$ cat config.mk
export PLATFORM = sky130hd
export DESIGN_NAME = urv_divide_flat
export DESIGN_NICKNAME = d
export VERILOG_FILES = /design/src/rtl/urv_divide_if.sv /design/src/rtl/urv_divide.sv /design/src/flat_wrapper.sv
export SDC_FILE = /design/constraint.sdc
export NUM_CORES = 1
export LEC_CHECK = 0
export BUFFER_PORTS_ARGS = -buffer_cell sky130_fd_sc_hd__clkbuf_2
export CORE_UTILIZATION = 45
export DETAILED_ROUTE_END_ITERATION = 6
export SETUP_SLACK_MARGIN = 0.15
export SYNTH_ARGS = -nofsm -noshare
export SYNTH_HDL_FRONTEND = slang
export SYNTH_SLANG_ARGS = --single-unit
$ cat constraint.sdc
create_clock -name clk_i -period 3.6 [get_ports clk_i]
set_clock_uncertainty 0.15 [all_clocks]
set_input_delay 0.36 -clock clk_i [delete_from_list [all_inputs] [get_ports clk_i]]
set_output_delay 0.36 -clock clk_i [all_outputs]
set_load 0.01 [all_outputs]
$ cat src/rtl/urv_divide_if.sv
// Decode/execute handshake bundle for the iterative divider.
// Decode drives operands and the stall; the divider returns busy, done and rd.
// Decode must hold its instruction while x_busy_o is high.
interface urv_divide_if;
  logic        x_stall_i;
  logic        d_valid_i;
  logic [31:0] d_rs1_i;
  logic [31:0] d_rs2_i;
  logic [2:0]  d_fun_i;
  logic        x_busy_o;
  logic        x_done_o;
  logic [31:0] x_rd_o;

  modport master (
    output x_stall_i, d_valid_i, d_rs1_i, d_rs2_i, d_fun_i,
    input  x_busy_o, x_done_o, x_rd_o
  );

  modport slave (
    input  x_stall_i, d_valid_i, d_rs1_i, d_rs2_i, d_fun_i,
    output x_busy_o, x_done_o, x_rd_o
  );
endinterface

$ cat src/rtl/urv_divide.sv
// Iterative radix-2 restoring divider for RV32M DIV/DIVU/REM/REMU.
// Latency: done 33 edges after accept (1 edge for rs2==0 in fast mode), +1 per stalled cycle.
// Backpressure: x_stall_i freezes everything; requests while busy are ignored.
module urv_divide #(
  parameter bit g_fast_div_by_zero = 1'b0
) (
  input logic       clk_i,
  input logic       rst_i,
  urv_divide_if.slave bus
);

  typedef enum logic [1:0] {S_IDLE, S_CALC, S_FIX, S_DONE} state_t;

  state_t      state_q, state_d;
  logic [4:0]  cnt_q;
  logic [31:0] quo_q, rem_q, dvs_q, rs1_raw_q, rd_q;
  logic        signed_q, rem_sel_q, n1_q, n2_q, div0_q, ovf_q;

  logic        accept, rs2_zero, op_signed, rs1_neg, rs2_neg;
  logic [32:0] shifted, trial;
  logic        trial_ge;
  logic [31:0] quo_fix, rem_fix, result;

  assign rs2_zero  = (bus.d_rs2_i == 32'd0);
  assign op_signed = ~bus.d_fun_i[0];
  assign rs1_neg   = op_signed & bus.d_rs1_i[31];
  assign rs2_neg   = op_signed & bus.d_rs2_i[31];
  assign accept    = bus.d_valid_i & bus.d_fun_i[2] & ~bus.x_stall_i &
                     ((state_q == S_IDLE) | (state_q == S_DONE));

  // One restoring step: shift {rem,quo} left, subtract divisor; the borrow
  // bit of the 33-bit difference tells whether the trial fits.
  assign shifted  = {rem_q, quo_q[31]};
  assign trial    = shifted - {1'b0, dvs_q};
  assign trial_ge = ~trial[32];

  // Sign correction and special-case overrides applied in FIX.
  always_comb begin
    quo_fix = (signed_q & (n1_q ^ n2_q)) ? -quo_q : quo_q;
    rem_fix = (signed_q & n1_q) ? -rem_q : rem_q;
    result  = rem_sel_q ? rem_fix : quo_fix;
    if (div0_q)
      result = rem_sel_q ? rs1_raw_q : 32'hFFFF_FFFF;
    else if (ovf_q)
      result = rem_sel_q ? 32'h0000_0000 : 32'h8000_0000;
  end

  // Next-state logic; a stall holds the current state.
  always_comb begin
    state_d = state_q;
    if (!bus.x_stall_i) begin
      case (state_q)
        S_IDLE, S_DONE: begin
          if (accept)
            state_d = (g_fast_div_by_zero && rs2_zero) ? S_FIX : S_CALC;
          else
            state_d = S_IDLE;
        end
        S_CALC:  if (cnt_q == 5'd31) state_d = S_FIX;
        S_FIX:   state_d = S_DONE;
        default: state_d = S_IDLE;
      endcase
    end
  end

  // State register.
  always_ff @(posedge clk_i) begin
    if (rst_i) state_q <= S_IDLE;
    else       state_q <= state_d;
  end

  // Datapath: latch operands on accept, step in CALC, register rd in FIX.
  always_ff @(posedge clk_i) begin
    if (rst_i) begin
      cnt_q     <= 5'd0;
      quo_q     <= 32'd0;
      rem_q     <= 32'd0;
      dvs_q     <= 32'd0;
      rs1_raw_q <= 32'd0;
      rd_q      <= 32'd0;
      signed_q  <= 1'b0;
      rem_sel_q <= 1'b0;
      n1_q      <= 1'b0;
      n2_q      <= 1'b0;
      div0_q    <= 1'b0;
      ovf_q     <= 1'b0;
    end else if (!bus.x_stall_i) begin
      if (accept) begin
        cnt_q     <= 5'd0;
        quo_q     <= rs1_neg ? -bus.d_rs1_i : bus.d_rs1_i;
        dvs_q     <= rs2_neg ? -bus.d_rs2_i : bus.d_rs2_i;
        rem_q     <= 32'd0;
        rs1_raw_q <= bus.d_rs1_i;
        signed_q  <= op_signed;
        rem_sel_q <= bus.d_fun_i[1];
        n1_q      <= rs1_neg;
        n2_q      <= rs2_neg;
        div0_q    <= rs2_zero;
        ovf_q     <= op_signed & (bus.d_rs1_i == 32'h8000_0000) &
                     (bus.d_rs2_i == 32'hFFFF_FFFF);
      end else if (state_q == S_CALC) begin
        rem_q <= trial_ge ? trial[31:0] : shifted[31:0];
        quo_q <= {quo_q[30:0], trial_ge};
        cnt_q <= cnt_q + 5'd1;
      end else if (state_q == S_FIX) begin
        rd_q <= result;
      end
    end
  end

  assign bus.x_busy_o = (state_q == S_CALC) | (state_q == S_FIX);
  assign bus.x_done_o = (state_q == S_DONE);
  assign bus.x_rd_o   = rd_q;

endmodule

$ cat src/flat_wrapper.sv
// flat-port wrapper written by rule: the top's interface ports become plain ports
module urv_divide_flat 
#(
  parameter bit g_fast_div_by_zero = 1'b0
)
  (clk_i, rst_i, bus_x_stall_i, bus_d_valid_i, bus_d_rs1_i, bus_d_rs2_i, bus_d_fun_i, bus_x_busy_o, bus_x_done_o, bus_x_rd_o);
  urv_divide_if bus_i ();
  input logic clk_i;
  input logic rst_i;
  input wire logic [$bits(bus_i.x_stall_i)-1:0] bus_x_stall_i;
  input wire logic [$bits(bus_i.d_valid_i)-1:0] bus_d_valid_i;
  input wire logic [$bits(bus_i.d_rs1_i)-1:0] bus_d_rs1_i;
  input wire logic [$bits(bus_i.d_rs2_i)-1:0] bus_d_rs2_i;
  input wire logic [$bits(bus_i.d_fun_i)-1:0] bus_d_fun_i;
  output wire logic [$bits(bus_i.x_busy_o)-1:0] bus_x_busy_o;
  output wire logic [$bits(bus_i.x_done_o)-1:0] bus_x_done_o;
  output wire logic [$bits(bus_i.x_rd_o)-1:0] bus_x_rd_o;
  assign bus_i.x_stall_i = bus_x_stall_i;
  assign bus_i.d_valid_i = bus_d_valid_i;
  assign bus_i.d_rs1_i = bus_d_rs1_i;
  assign bus_i.d_rs2_i = bus_d_rs2_i;
  assign bus_i.d_fun_i = bus_d_fun_i;
  assign bus_x_busy_o = bus_i.x_busy_o;
  assign bus_x_done_o = bus_i.x_done_o;
  assign bus_x_rd_o = bus_i.x_rd_o;
  urv_divide #(.g_fast_div_by_zero(g_fast_div_by_zero)) u_core (.clk_i(clk_i), .rst_i(rst_i), .bus(bus_i));
endmodule
# Word level (Yosys, flattened, before mapping)
# Index checks and enable logic that the tools add are counted.
[totals]
reg_bits = 173
output_inout_bits = 34
in_bits = 71
[op_classes]
mux = 19
n_bitwise = 17
n_addsub = 6
reduce_logical = 8
n_eq_ne = 7
[ops]
columns = ["op", "n"]
rows = [
  ["32-bit 2-to-1 mux", 14],
  ["32-bit negator", 4],
  ["32-bit == test, second input constant", 2],
  ["33-bit by 32-bit subtractor with 33-bit output", 1],
  ["32-bit logical NOT", 1],
  ["5-bit 2-to-1 mux", 2],
  ["1-bit AND", 9],
  ["2-bit case mux with 3 select lines", 1],
  ["2-bit AND reduction", 3],
  ["5-bit by 1-bit adder with 5-bit output, second input constant", 1],
  ["5-bit == test, second input constant", 1],
  ["1-bit inverter", 5],
  ["2-bit == test, second input constant", 2],
  ["4-bit AND reduction", 1],
  ["2-bit by 1-bit == test with 1-bit output, second input constant", 1],
  ["2-bit logical NOT", 1],
  ["2-bit 2-to-1 mux", 1],
  ["2-bit by 1-bit != test with 1-bit output, second input constant", 1],
  ["1-bit OR", 2],
  ["2-bit nonzero test", 1],
  ["2-bit OR reduction", 1],
  ["1-bit 2-to-1 mux", 1],
  ["1-bit bitwise XOR", 1],
]

# Depth between registers and ports, before layout
# Gate-level depths: netlist of run 1.
[logic_depth]
depth_word = 6
ltp_mapped = 14

# Least setup slack after synthesis of run 1
# OpenSTA, ideal clock, no wires.
[synth_timing]
path_kind = "flip-flop to flip-flop"
from = "register u_core.quo_q[31]"
to = "register u_core.rem_q[12]"
t_required_ns = 3.333
slack_ns = 0.710
t_arrival_ns = 2.623
path_stages_with_launch = 14
setup_time_ns = 0.117
cell_sequence = "dfxtp_1 inv_1 ha_1 fa_1 nand2b_1 a21oi_1 o211ai_1 a21oi_1 nor3_1 a21boi_1 xnor2_1 clkbuf_1 o21ai_0 a22o_1"
[synth_between]
elab_chain_cells = 4
[synth_rtl]
columns = ["element", "line_no", "source"]
rows = [
  ["start, declared", "urv_divide.sv:16", "logic [31:0] quo_q, rem_q, dvs_q, rs1_raw_q, rd_q;"],
  ["start signal, assigned", "urv_divide.sv:90", "quo_q <= rs1_neg ? -bus.d_rs1_i : bus.d_rs1_i;"],
  ["start signal, assigned", "urv_divide.sv:103", "quo_q <= {quo_q[30:0], trial_ge};"],
  ["33-bit by 32-bit subtractor with 33-bit output", "urv_divide.sv:34", "assign trial = shifted - {1'b0, dvs_q};"],
  ["32-bit 2-to-1 mux", "urv_divide.sv:102", "rem_q <= trial_ge ? trial[31:0] : shifted[31:0];"],
  ["32-bit 2-to-1 mux", "urv_divide.sv:101", "end else if (state_q == S_CALC) begin"],
  ["32-bit 2-to-1 mux", "urv_divide.sv:88", "if (accept) begin"],
  ["end signal, assigned", "urv_divide.sv:102", ""],
  ["end, declared", "urv_divide.sv:16", ""],
]
# No other way between the ends. The select of a mux whose other input is x is not followed.
# A chain may end at the register's enable or synchronous reset.

# Worst setup path in the final report of run 1
[layout_timing]
from = "register u_core.quo_q[31]"
to = "register u_core.rem_q[19]"
# Same word-level chain as after synthesis.

==> summary.txt, run 1 <==
CTS
  • CTS tree: built
  • Max Buffers Root-to-Sink: 2
  • Root Buffer: clkbuf_16
  • H-tree levels: 4
  • Clock Sinks: 173
  • CTS buffer count: 17
  • # Post-CTS Setup Buffers: 0
  • Skew-Pair Late Insertion Delay: 0.44 ns
  • Worst-path clk slew: 0.08 ns

Final layout
  • Most frequent cells in the layout: nand2_1, a21oi_1, nor2_1, dfxtp_1, clkbuf_2
  • Final nets: around 1.7k
  • Final antenna diode count: 0
  • # fillers: around 2.5k
  • Final Non-Filler Cells: 1965
  • Layout cells sized above 1: 0.118
  • Design area: 12900 um2
  • Area grow syn2layout: 12.9%
  • Most common cell after layout, fill and taps aside: nand2_1

STA
  • Max Fclk: 312 MHz
  • RSZ-0062 raised after global routing: no
  • Worst-Margin Slew: 0.866 ns
  • Max Transition Viols Final: 0
  • Fin crit period: around 3.2 ns
  • Endpoints failing hold: 0
  • PnR worst setup slack: 0.395 ns
  • Final setup viols: 0
  • Setup_tns: 0 ns
  • Final Cycle Share: 0.890
  • Worst slew margin: 0.421

Drt
  • Antenna-violating nets left: 0
  • Iter 0 DRT Violations: ~960
  • DR vias/cell: 5.73
  • Routed wire per std cell: between 15 and 20 um
  • Via count: 11.3k
  • DRC Markers: 0
  • DR pass1 iterations: 7
  • Routed WL: approximately 36000 um

Floorplanning
  • Core Region: roughly 25000 um2
  • DIE HEIGHT: 161 um
  • IO Count: 105
  • Die area: about 26000 um2
  • Starting Density: 0.463
  • Core Rows: 57
  • Width of the die: 161 um

Placement
  • Buffers added on ports: 104
  • Dpl cells: 1933
  • GP Congestion: 0.870
  • Area post-placement: 12200 um2
  • DP Worst Slack: 0.330 ns
  • Post-DP HPWL: around 27000 um

Global route
  • Initial antenna violation count: 0
  • Largest net degree at the start of global routing: 91
  • Grt total ovfl: 0
  • First-pass GRT wire length: between 50000 and 60000 um
  • Tot GR Track Use: 0.279
  • Vias in the first global route: 10.3k

Setup path
  • FF-to-FF End: u_core.rem_q[19]
  • Worst R2R Start: u_core.quo_q[31]
  • CP startpoint: u_core.quo_q[31]
  • Critical path's slowest cell: fa_1
  • Crit path buf inv count: 2
  • Worst Path Required: 3.77 ns
  • Crit path to: u_core.rem_q[19]
  • Critical path's top delay family: compound AO/OA/AOI/OAI gates
  • Type of origin of the critical path: flip-flop
  • CP Data Arrival Time: 3.38 ns
  • Crit Path Category: flip-flop to flip-flop
  • Max stage delay on crit path: 0.40 ns
  • R2r worst-path depth: 13
  • Worst-path fanout max: 49
  • CP Depth: 13
  • Worst setup EP type: flip-flop
  • Reg2Reg Setup Slack: 0.40 ns
  • Critical-path cell list: inv_1 -> ha_1 -> fa_1 -> nand2b_1 -> a21oi_1 -> o211ai_1 -> a21oi_1 -> nor3_2 -> a21boi_2 -> xnor2_2 -> buf_12 -> nand2b_1 -> o21ai_1

Synth
  • Syn_nets: 1687
  • Syn_area_per_cell: 7.24 um2
  • Synth Warn #: 0
  • Post-synth EDFFs: 0
  • Register area share after synthesis: 0.304
  • Top FF cell, synth: dfxtp_1
  • Async S/R FF share, synth: 0
  • Synth Register Bits: around 170
  • Syn Inst Count: 1573
  • Unique cell type count in the Yosys netlist: 65
  • Synthesized area: 11400 um2

Pwr
  • Reg power frac: 0.210
  • Clock share of power: 0.172
  • Comb power frac: 0.618
  • P_leak: 4.91 nW
  • Peak VDD IR: 1.29 mV
  • Switching share of power: 0.483
  • Pint: between 5 and 6 mW
  • Cell Pwr Density: 864 nW/um2
  • Switch Pwr: 5.37 mW
  • PnR Total Power: 11.1 mW

Min path
  • Cells on Worst Hold Path: 3
  • Worst hold path type: primary input to flip-flop

Run
  • Number of max-cap violations: 0

Outcome
  • Status: completed
[power by group through the flow]
stage | clock [mW] | combinational, mW | sequential, mW
floorplan | 0 | 4.97 | 2.30
global placement | 0 | 6.63 | 2.37
detailed placement | 0 | 6.70 | 2.37
CTS | 1.94 | 6.75 | 2.33
global route | 2.01 | 7.59 | 2.36
finish | 1.91 | 6.87 | 2.34
[kinds of logic (layout without fill, tap and decap cells)]
group | Yosys count | in the layout | synth area share
and+or+nand+nor | 564 | 564 | 0.218
muxes | 6 | 6 | 0.00560
adders and majority gates | 43 | 43 | 0.0479
buffers and inverters | 162 | 230 | 0.0538
AOI/OAI and AO/OA | 478 | 478 | 0.258
xor gates and xnor gates | 147 | 147 | 0.113
DFF | 173 | 173 | 0.304
[worst reg2reg max path: stages, from the launching register on]
cell and delay (ns):
dfxtp_1 0.35, inv_1 0.09, ha_1 0.21, fa_1 0.40, nand2b_1 0.18, a21oi_1 0.23
o211ai_1 0.16, a21oi_1 0.19, nor3_2 0.09, a21boi_2 0.25, xnor2_2 0.17, buf_12 0.26
nand2b_1 0.27, o21ai_1 0.10
[per-layer routing]
layer / GRT usage / part of all wire / up-vias
met4: 0.0725 / 0.015 / 0
met3: 0.0365 / 0.059 / 38
met1: 0.406 / 0.49 / 5240
met5: 0 / 0 / -
li1: - / - / 5651
met2: 0.432 / 0.44 / 336
[flip-flops by register name (all words and copies together) (netlist names)]
register / count
u_core.bus.x_rd_o: 32
u_core.dvs_q: 32
u_core.quo_q: 32
u_core.rem_q: 32
u_core.rs1_raw_q: 32
u_core.cnt_q: 5
u_core.state_q: 2
u_core.div0_q: 1
u_core.n1_q: 1
u_core.n2_q: 1
u_core.ovf_q: 1
u_core.rem_sel_q: 1
u_core.signed_q: 1
[timing repair]
action	CTS	global route
hold buffers	0	0
endpoints found under the setup margin	0	29
resized for setup	0	2
[synth_stat cells, drive strengths merged (4+ instances only)]
| library cell | count | area share |
|---|---|---|
| ha | 42 | 0.046 |
| nand2b | 17 | 0.0093 |
| xor2 | 73 | 0.056 |
| clkbuf | 83 | 0.027 |
| or4 | 6 | 0.0040 |
| a311oi | 13 | 0.010 |
| buf | 16 | 0.0057 |
| a32oi | 6 | 0.0046 |
| a22oi | 9 | 0.0059 |
| dfxtp | 173 | 0.30 |
| or3 | 21 | 0.012 |
| a221oi | 5 | 0.0038 |
| a21oi | 200 | 0.088 |
| and2 | 6 | 0.0033 |
| o211ai | 16 | 0.011 |
| nand2 | 221 | 0.073 |
| nand4 | 18 | 0.0099 |
| xnor2 | 74 | 0.057 |
| a21boi | 4 | 0.0026 |
| nor2 | 193 | 0.064 |
| o221ai | 9 | 0.0069 |
| o31ai | 17 | 0.012 |
| a21o | 14 | 0.0092 |
| a211oi | 43 | 0.028 |
| a22o | 8 | 0.0061 |
| nand3 | 10 | 0.0044 |
| inv | 63 | 0.021 |
| o41ai | 6 | 0.0053 |
| a31oi | 9 | 0.0049 |
| and3 | 7 | 0.0038 |
| nor3 | 39 | 0.018 |
| nor4 | 14 | 0.0082 |
| nor2b | 4 | 0.0022 |
| o21ai | 95 | 0.042 |
[stage by stage]
stage	util	hold WS (ns)
3_5_place_dp	0.498	0.294
4_1_cts	0.522	0.00443
3_3_place_gp	0.498	0.286
2_1_floorplan	-	0.275
5_1_grt	0.523	0.0269
6_report	0.523	0.0155
[how the worst min path moves through the flow]
stage,start,to,slack [ns]
2_1_floorplan,u_core.dvs_q[18],u_core.dvs_q[18],0.28
3_3_place_gp,u_core.dvs_q[30],u_core.dvs_q[30],0.29
3_5_place_dp,u_core.dvs_q[27],u_core.dvs_q[27],0.29
4_1_cts,bus_d_rs1_i[23],u_core.rs1_raw_q[23],0.004
5_1_grt,bus_d_rs1_i[25],u_core.rs1_raw_q[25],0.03
6_report,bus_d_rs1_i[23],u_core.rs1_raw_q[23],0.02
[cell type report]
cell class	instances	area (um2)	area share
Multi-Input combinational cell	1238	7360	0.572
Clock buffer	17	425	0.0331
Inverter	63	236	0.0184
Sequential cell	173	3460	0.269
Timing Repair Buffer	135	793	0.0617
Clock inverter	15	183	0.0142
Tap cell	324	405	0.0315
(Power assumes the default switching activity.)
==> run 2, diff against run 1 <==
- SLEW_MARGIN: default -> 10
- clock period: 3.6 -> 3.34 ns (I/O delays scaled with it)
==> summary.txt, run 2 (same netlist as run 1, synthesis figures left out) <==
Pwr
  • Reg power frac: 0.184
  • P_leak: 5.07 nW
  • Clock share of power: 0.158
  • Switch Pwr: 6.20 mW
  • Cell Pwr Density: 1020 nW/um2
  • Switching share of power: 0.462
  • Pint: 7.23 mW
  • Comb power frac: 0.658
  • Peak VDD IR: 1.01 mV

STA
  • Endpoints failing hold: 0
  • Final setup viols: 0
  • Max Fclk: roughly 320 MHz
  • Final Cycle Share: 0.941
  • Setup_tns: 0 ns
  • RSZ-0062 raised after global routing: yes
  • Max Transition Viols Final: 0
  • Worst-Margin Slew: about 0.88 ns
  • Fin crit period: between 3 and 4 ns
  • Worst slew margin: 0.416

Final layout
  • Area grow syn2layout: 15.7%
  • Final Non-Filler Cells: 1988
  • Final antenna diode count: 0
  • Layout cells sized above 1: 0.142
  • Most common cell after layout, fill and taps aside: nand2_1
  • Most frequent cells in the layout: nand2_1, a21oi_1, nor2_1, dfxtp_1, clkbuf_2
  • Final nets: approximately 1.8k

CTS
  • Root Buffer: clkbuf_16
  • CTS tree: built
  • Skew-Pair Late Insertion Delay: between 0.4 and 0.5 ns
  • Worst-path clk slew: 0.07 ns
  • H-tree levels: 4
  • CTS buffer count: 17
  • Max Buffers Root-to-Sink: 2
  • Clock Sinks: 173

Global route
  • Tot GR Track Use: 0.280
  • Initial antenna violation count: 0
  • Largest net degree at the start of global routing: 88
  • Vias in the first global route: 10.4k
  • First-pass GRT wire length: 57500 um
  • Grt total ovfl: 0

Floorplanning
  • Width of the die: between 150 and 200 um
  • Die area: 26000 um2
  • Core Rows: between 50 and 60
  • Starting Density: 0.463
  • IO Count: 105
  • DIE HEIGHT: between 150 and 200 um
  • Core Region: ~25000 um2

Drt
  • Via count: 11.4k
  • DRC Markers: 0
  • Routed wire per std cell: 18.1 um
  • DR vias/cell: between 5 and 6
  • DR pass1 iterations: 5
  • Antenna-violating nets left: 0
  • Routed WL: 35900 um
  • Iter 0 DRT Violations: 942

Min path
  • Worst hold path type: primary input to flip-flop
  • Worst Hold Path EP: u_core.rs1_raw_q[27]
  • Hold wc startpoint: bus_d_rs1_i[27]
  • Cells on Worst Hold Path: 3

Setup path
  • Reg2Reg Setup Slack: 0.20 ns
  • Critical path's slowest cell: dfxtp_4
  • Type of origin of the critical path: flip-flop
  • CP Data Arrival Time: ~3.3 ns
  • R2r worst-path depth: 14
  • Max stage delay on crit path: 0.37 ns
  • Crit Path Category: flip-flop to flip-flop
  • Worst Path Required: 3.52 ns
  • Critical-path cell list: inv_1 -> ha_1 -> fa_2 -> nand2b_4 -> a21oi_4 -> o211ai_1 -> a21oi_2 -> nor3_4 -> a21boi_4 -> xnor2_4 -> bufbuf_16 -> nand2_1 -> o21ai_0 -> a22o_1
  • Worst R2R Start: u_core.quo_q[31]
  • Worst-path fanout max: 23
  • Worst setup EP type: flip-flop
  • FF-to-FF End: u_core.rem_q[22]

Run
  • Number of max-cap violations: 0

Outcome
  • Status: completed

Placement
  • Dpl cells: about 2.0k
  • Post-DP HPWL: 26400 um
  • Buffers added on ports: 104
  • GP Congestion: 0.875
## run 2: cell count changes in the layout (fill, tap and decap cells not counted), sizes merged, moves of 2 or more
| cell | previous run | this run |
|---|---|---|
| inv | 67 | 70 |
| dlygate4sd3 | 0 | 2 |
| clkinv | 10 | 4 |
| buf | 32 | 52 |
## run 2: through the flow
| stage | total power [mW] | utilization | hold WS [ns] | setup WS, ns | instance area, um2 |
|---|---|---|---|---|---|
| after floorplan | 7.84 | - | 0.275 | 0.450 | 11400 |
| after global placement | 9.85 | 0.502 | 0.287 | 0.136 | 12400 |
| after detailed placement | 9.89 | 0.502 | 0.293 | 0.0492 | 12400 |
| after CTS | 12.8 | 0.530 | 0.00178 | 0.177 | 13100 |
| after global routing | 14.4 | 0.536 | 0.00557 | 0.0384 | 13200 |
| final | 13.4 | 0.536 | 0.00424 | 0.196 | 13200 |
## run 2: cell type report
type | instances | area (um2)
clock inverter | 14 | 176
multi-input combinational | 1238 | 7470
sequential | 173 | 3470
clock buffer | 18 | 439
timing repair buffer | 158 | 983
inverter | 63 | 236
fill | 2443 | 11400
tap | 324 | 405
## run 2: worst max path at each step
stage | slack, ns | cells past startpoint | end | from
after detailed placement | 0.05 | 13 | u_core.rem_q[12] | u_core.quo_q[31]
final | 0.20 | 14 | u_core.rem_q[22] | u_core.quo_q[31]
after global routing | 0.04 | 10 | u_core.rem_q[0] | u_core.dvs_q[27]
after CTS | 0.18 | 12 | u_core.rem_q[22] | u_core.rem_q[24]
after floorplan | 0.45 | 13 | u_core.rem_q[12] | u_core.quo_q[31]
after global placement | 0.14 | 13 | u_core.rem_q[12] | u_core.quo_q[31]
## run 2: metal layers
metal	wire, um	up-vias	GRT usage
met1	17800	5344	0.412
met2	15700	344	0.430
met5	0	-	0
li1	-	5687	-
met4	637	0	0.0716
met3	1780	48	0.0357
## run 2: repair_timing
action                                  in CTS  in global routing
buffers inserted                             0                  3
resized for setup                            5                 28
hold endpoints to repair                     2                  0
pin swaps                                    1                  7
hold buffers                                 2                  0
endpoints found under the setup margin      27                 37
cloned                                       1                  0
## run 2: power by group through the flow
stage	clock, mW	sequential [mW]	combinational, mW
floorplan	0	2.48	5.36
global placement	0	2.51	7.34
detailed placement	0	2.51	7.38
CTS	2.15	2.46	8.14
global route	2.24	2.50	9.70
finish	2.12	2.47	8.84
## run 2: critical path, delay by kind of cell, from the launching register on
kind,cells,cell delay [ns]
xor+xnor,1,0.14
compound gates,6,1.09
simple gates,3,0.31
flops,1,0.37
fa+ha+maj,2,0.58
buf+inv,2,0.38
==> run 3, diff against run 2 <==
- CAP_MARGIN: default -> 20
- PLACE_DENSITY: default -> 0.63
==> summary.txt, run 3 (same netlist as run 1, synthesis figures left out) <==
Floorplanning
  • DIE HEIGHT: roughly 160 um
  • Width of the die: 161 um
  • Starting Density: 0.463
  • Die area: 26000 um2
  • Core Rows: 57
  • Core Region: 24600 um2
  • IO Count: 105

Global route
  • Initial antenna violation count: 0
  • GRT busiest layer: met2
  • Met2 Track Usage GR: 0.429
  • Grt total ovfl: 0
  • Tot GR Track Use: 0.271
  • First-pass GRT wire length: 56200 um
  • Vias in the first global route: 10.5k
  • Global routing usage on met3: 0.0408
  • Largest net degree at the start of global routing: 143
  • Met1 usage: 0.386

STA
  • Fin crit period: 3.09 ns
  • Max Fclk: 324 MHz
  • Max Transition Viols Final: 0
  • Final Cycle Share: 0.925
  • Setup_tns: 0 ns
  • Worst slew margin: 0.477
  • Endpoints failing hold: 0
  • Final setup viols: 0
  • RSZ-0062 raised after global routing: yes
  • Worst-Margin Slew: 0.783 ns

Pwr
  • Peak VDD IR: 1.25 mV
  • P_leak: 5.15 nW
  • PnR Total Power: around 14 mW
  • Cell Pwr Density: 1040 nW/um2

Drt
  • Via count: 11.5k
  • DR pass1 iterations: 5
  • Routed wire per std cell: ~18 um
  • Antenna-violating nets left: 0
  • Iter 0 DRT Violations: 945
  • Routed WL: 35500 um
  • DR vias/cell: 5.74
  • DRC Markers: 0

Final layout
  • Area grow syn2layout: 16.9%
  • Area of the multi-input gates: around 7500 um2
  • Design area: 13300 um2
  • Final antenna diode count: 0
  • # fillers: 2422
  • Most common cell after layout, fill and taps aside: nand2_1
  • Most frequent cells in the layout: nand2_1, a21oi_1, nor2_1, dfxtp_1, clkbuf_2
  • Final nets: 1779
  • Register Area: 3470 um2
  • Final Non-Filler Cells: about 2k
  • Layout cells sized above 1: 0.145

CTS
  • CTS buffer count: 17
  • Clock Sinks: between 150 and 200
  • Worst-path clk slew: about 0.08 ns
  • H-tree levels: 4
  • CTS tree: built
  • Skew-Pair Late Insertion Delay: 0.45 ns
  • Root Buffer: clkbuf_16
  • Max Buffers Root-to-Sink: 2

Setup path
  • Worst-path fanout max: 3
  • Crit Path Category: flip-flop to flip-flop
  • Type of origin of the critical path: flip-flop
  • CP Data Arrival Time: 3.28 ns
  • Worst setup EP type: flip-flop
  • Worst Path Required: 3.53 ns
  • Worst R2R Start: u_core.quo_q[31]
  • CP startpoint: u_core.quo_q[31]
  • Reg2Reg Setup Slack: approximately 0.25 ns

Placement
  • Dpl cells: approximately 2.0k
  • GP Congestion: around 0.90
  • Area post-placement: 12400 um2
  • Buffers added on ports: 104
  • Post-DP HPWL: between 20000 and 30000 um

Run
  • Number of max-cap violations: 0

Outcome
  • Status: completed

Min path
  • Hold wc startpoint: bus_d_rs1_i[25]
  • Worst hold path type: primary input to flip-flop
==> run 3: changes by cell type in the layout (fill, tap and decap cells not counted), sizes merged <==
cell and delta:
bufbuf -1, buf +11, inv +2, clkinvlp -1, clkbuf +2, dlygate4sd3 +2, bufinv -1
==> run 3: final timing paths <==
check                              end  depth (start not counted)
setup / recovery      u_core.rem_q[22]                         14
hold / removal    u_core.rs1_raw_q[25]                          3
setup reg to reg      u_core.rem_q[22]                         14
hold reg to reg       u_core.dvs_q[30]                          2
==> run 3: metrics by stage <==
stage / setup slack, ns / util / hold slack, ns
floorplan: 0.450 / - / 0.275
global placement: 0.143 / 0.506 / 0.287
detailed placement: 0.0226 / 0.506 / 0.291
CTS: 0.147 / 0.533 / 0.00243
global route: 0.0643 / 0.542 / 0.00573
finish: 0.250 / 0.542 / 0.000937
==> run 3: final cells by class <==
| class | instances | area share |
|---|---|---|
| inverters | 63 | 0.0177 |
| well taps | 324 | 0.0304 |
| repair buffers | 172 | 0.0850 |
| flip-flops and latches | 173 | 0.260 |
| clock inverters | 14 | 0.0140 |
| multi-input cells | 1238 | 0.560 |
| clock buffers | 18 | 0.0330 |
==> run 3: worst max-delay path, stage by stage, from the launching register on <==
cell and delay, ns:
dfxtp_2 0.34, inv_1 0.09, ha_1 0.19, fa_2 0.23
nand2b_4 0.14, a21oi_2 0.06, buf_4 0.14, o21ai_0 0.18
nand2_1 0.16, a311o_1 0.35, a31o_2 0.29, a21oi_1 0.23
xor2_1 0.17, o21ai_0 0.09, a22o_1 0.19
==> run 3: per-layer routing <==
metal  up-vias  part of all wire
met1      5374              0.47
met4         0             0.019
met3        43             0.061
met5         -                 0
met2       363              0.45
li1       5714                 -
==> run 3: what timing repair did <==
action / CTS / global route
endpoints found under the hold margin: 3 / 1
pin swaps: 0 / 5
hold buffers: 3 / 1
gates cloned: 0 / 3
setup endpoints to repair: 30 / 37
setup buffers: 0 / 3
resized for setup: 2 / 23
==> run 3: where the power goes <==
| part | internal (mW) | total (mW) | switching, mW |
|---|---|---|---|
| clock network | 1.11 | 2.14 | 1.03 |
| logic | 4.07 | 9.29 | 5.23 |
| registers | 2.25 | 2.43 | 0.183 |
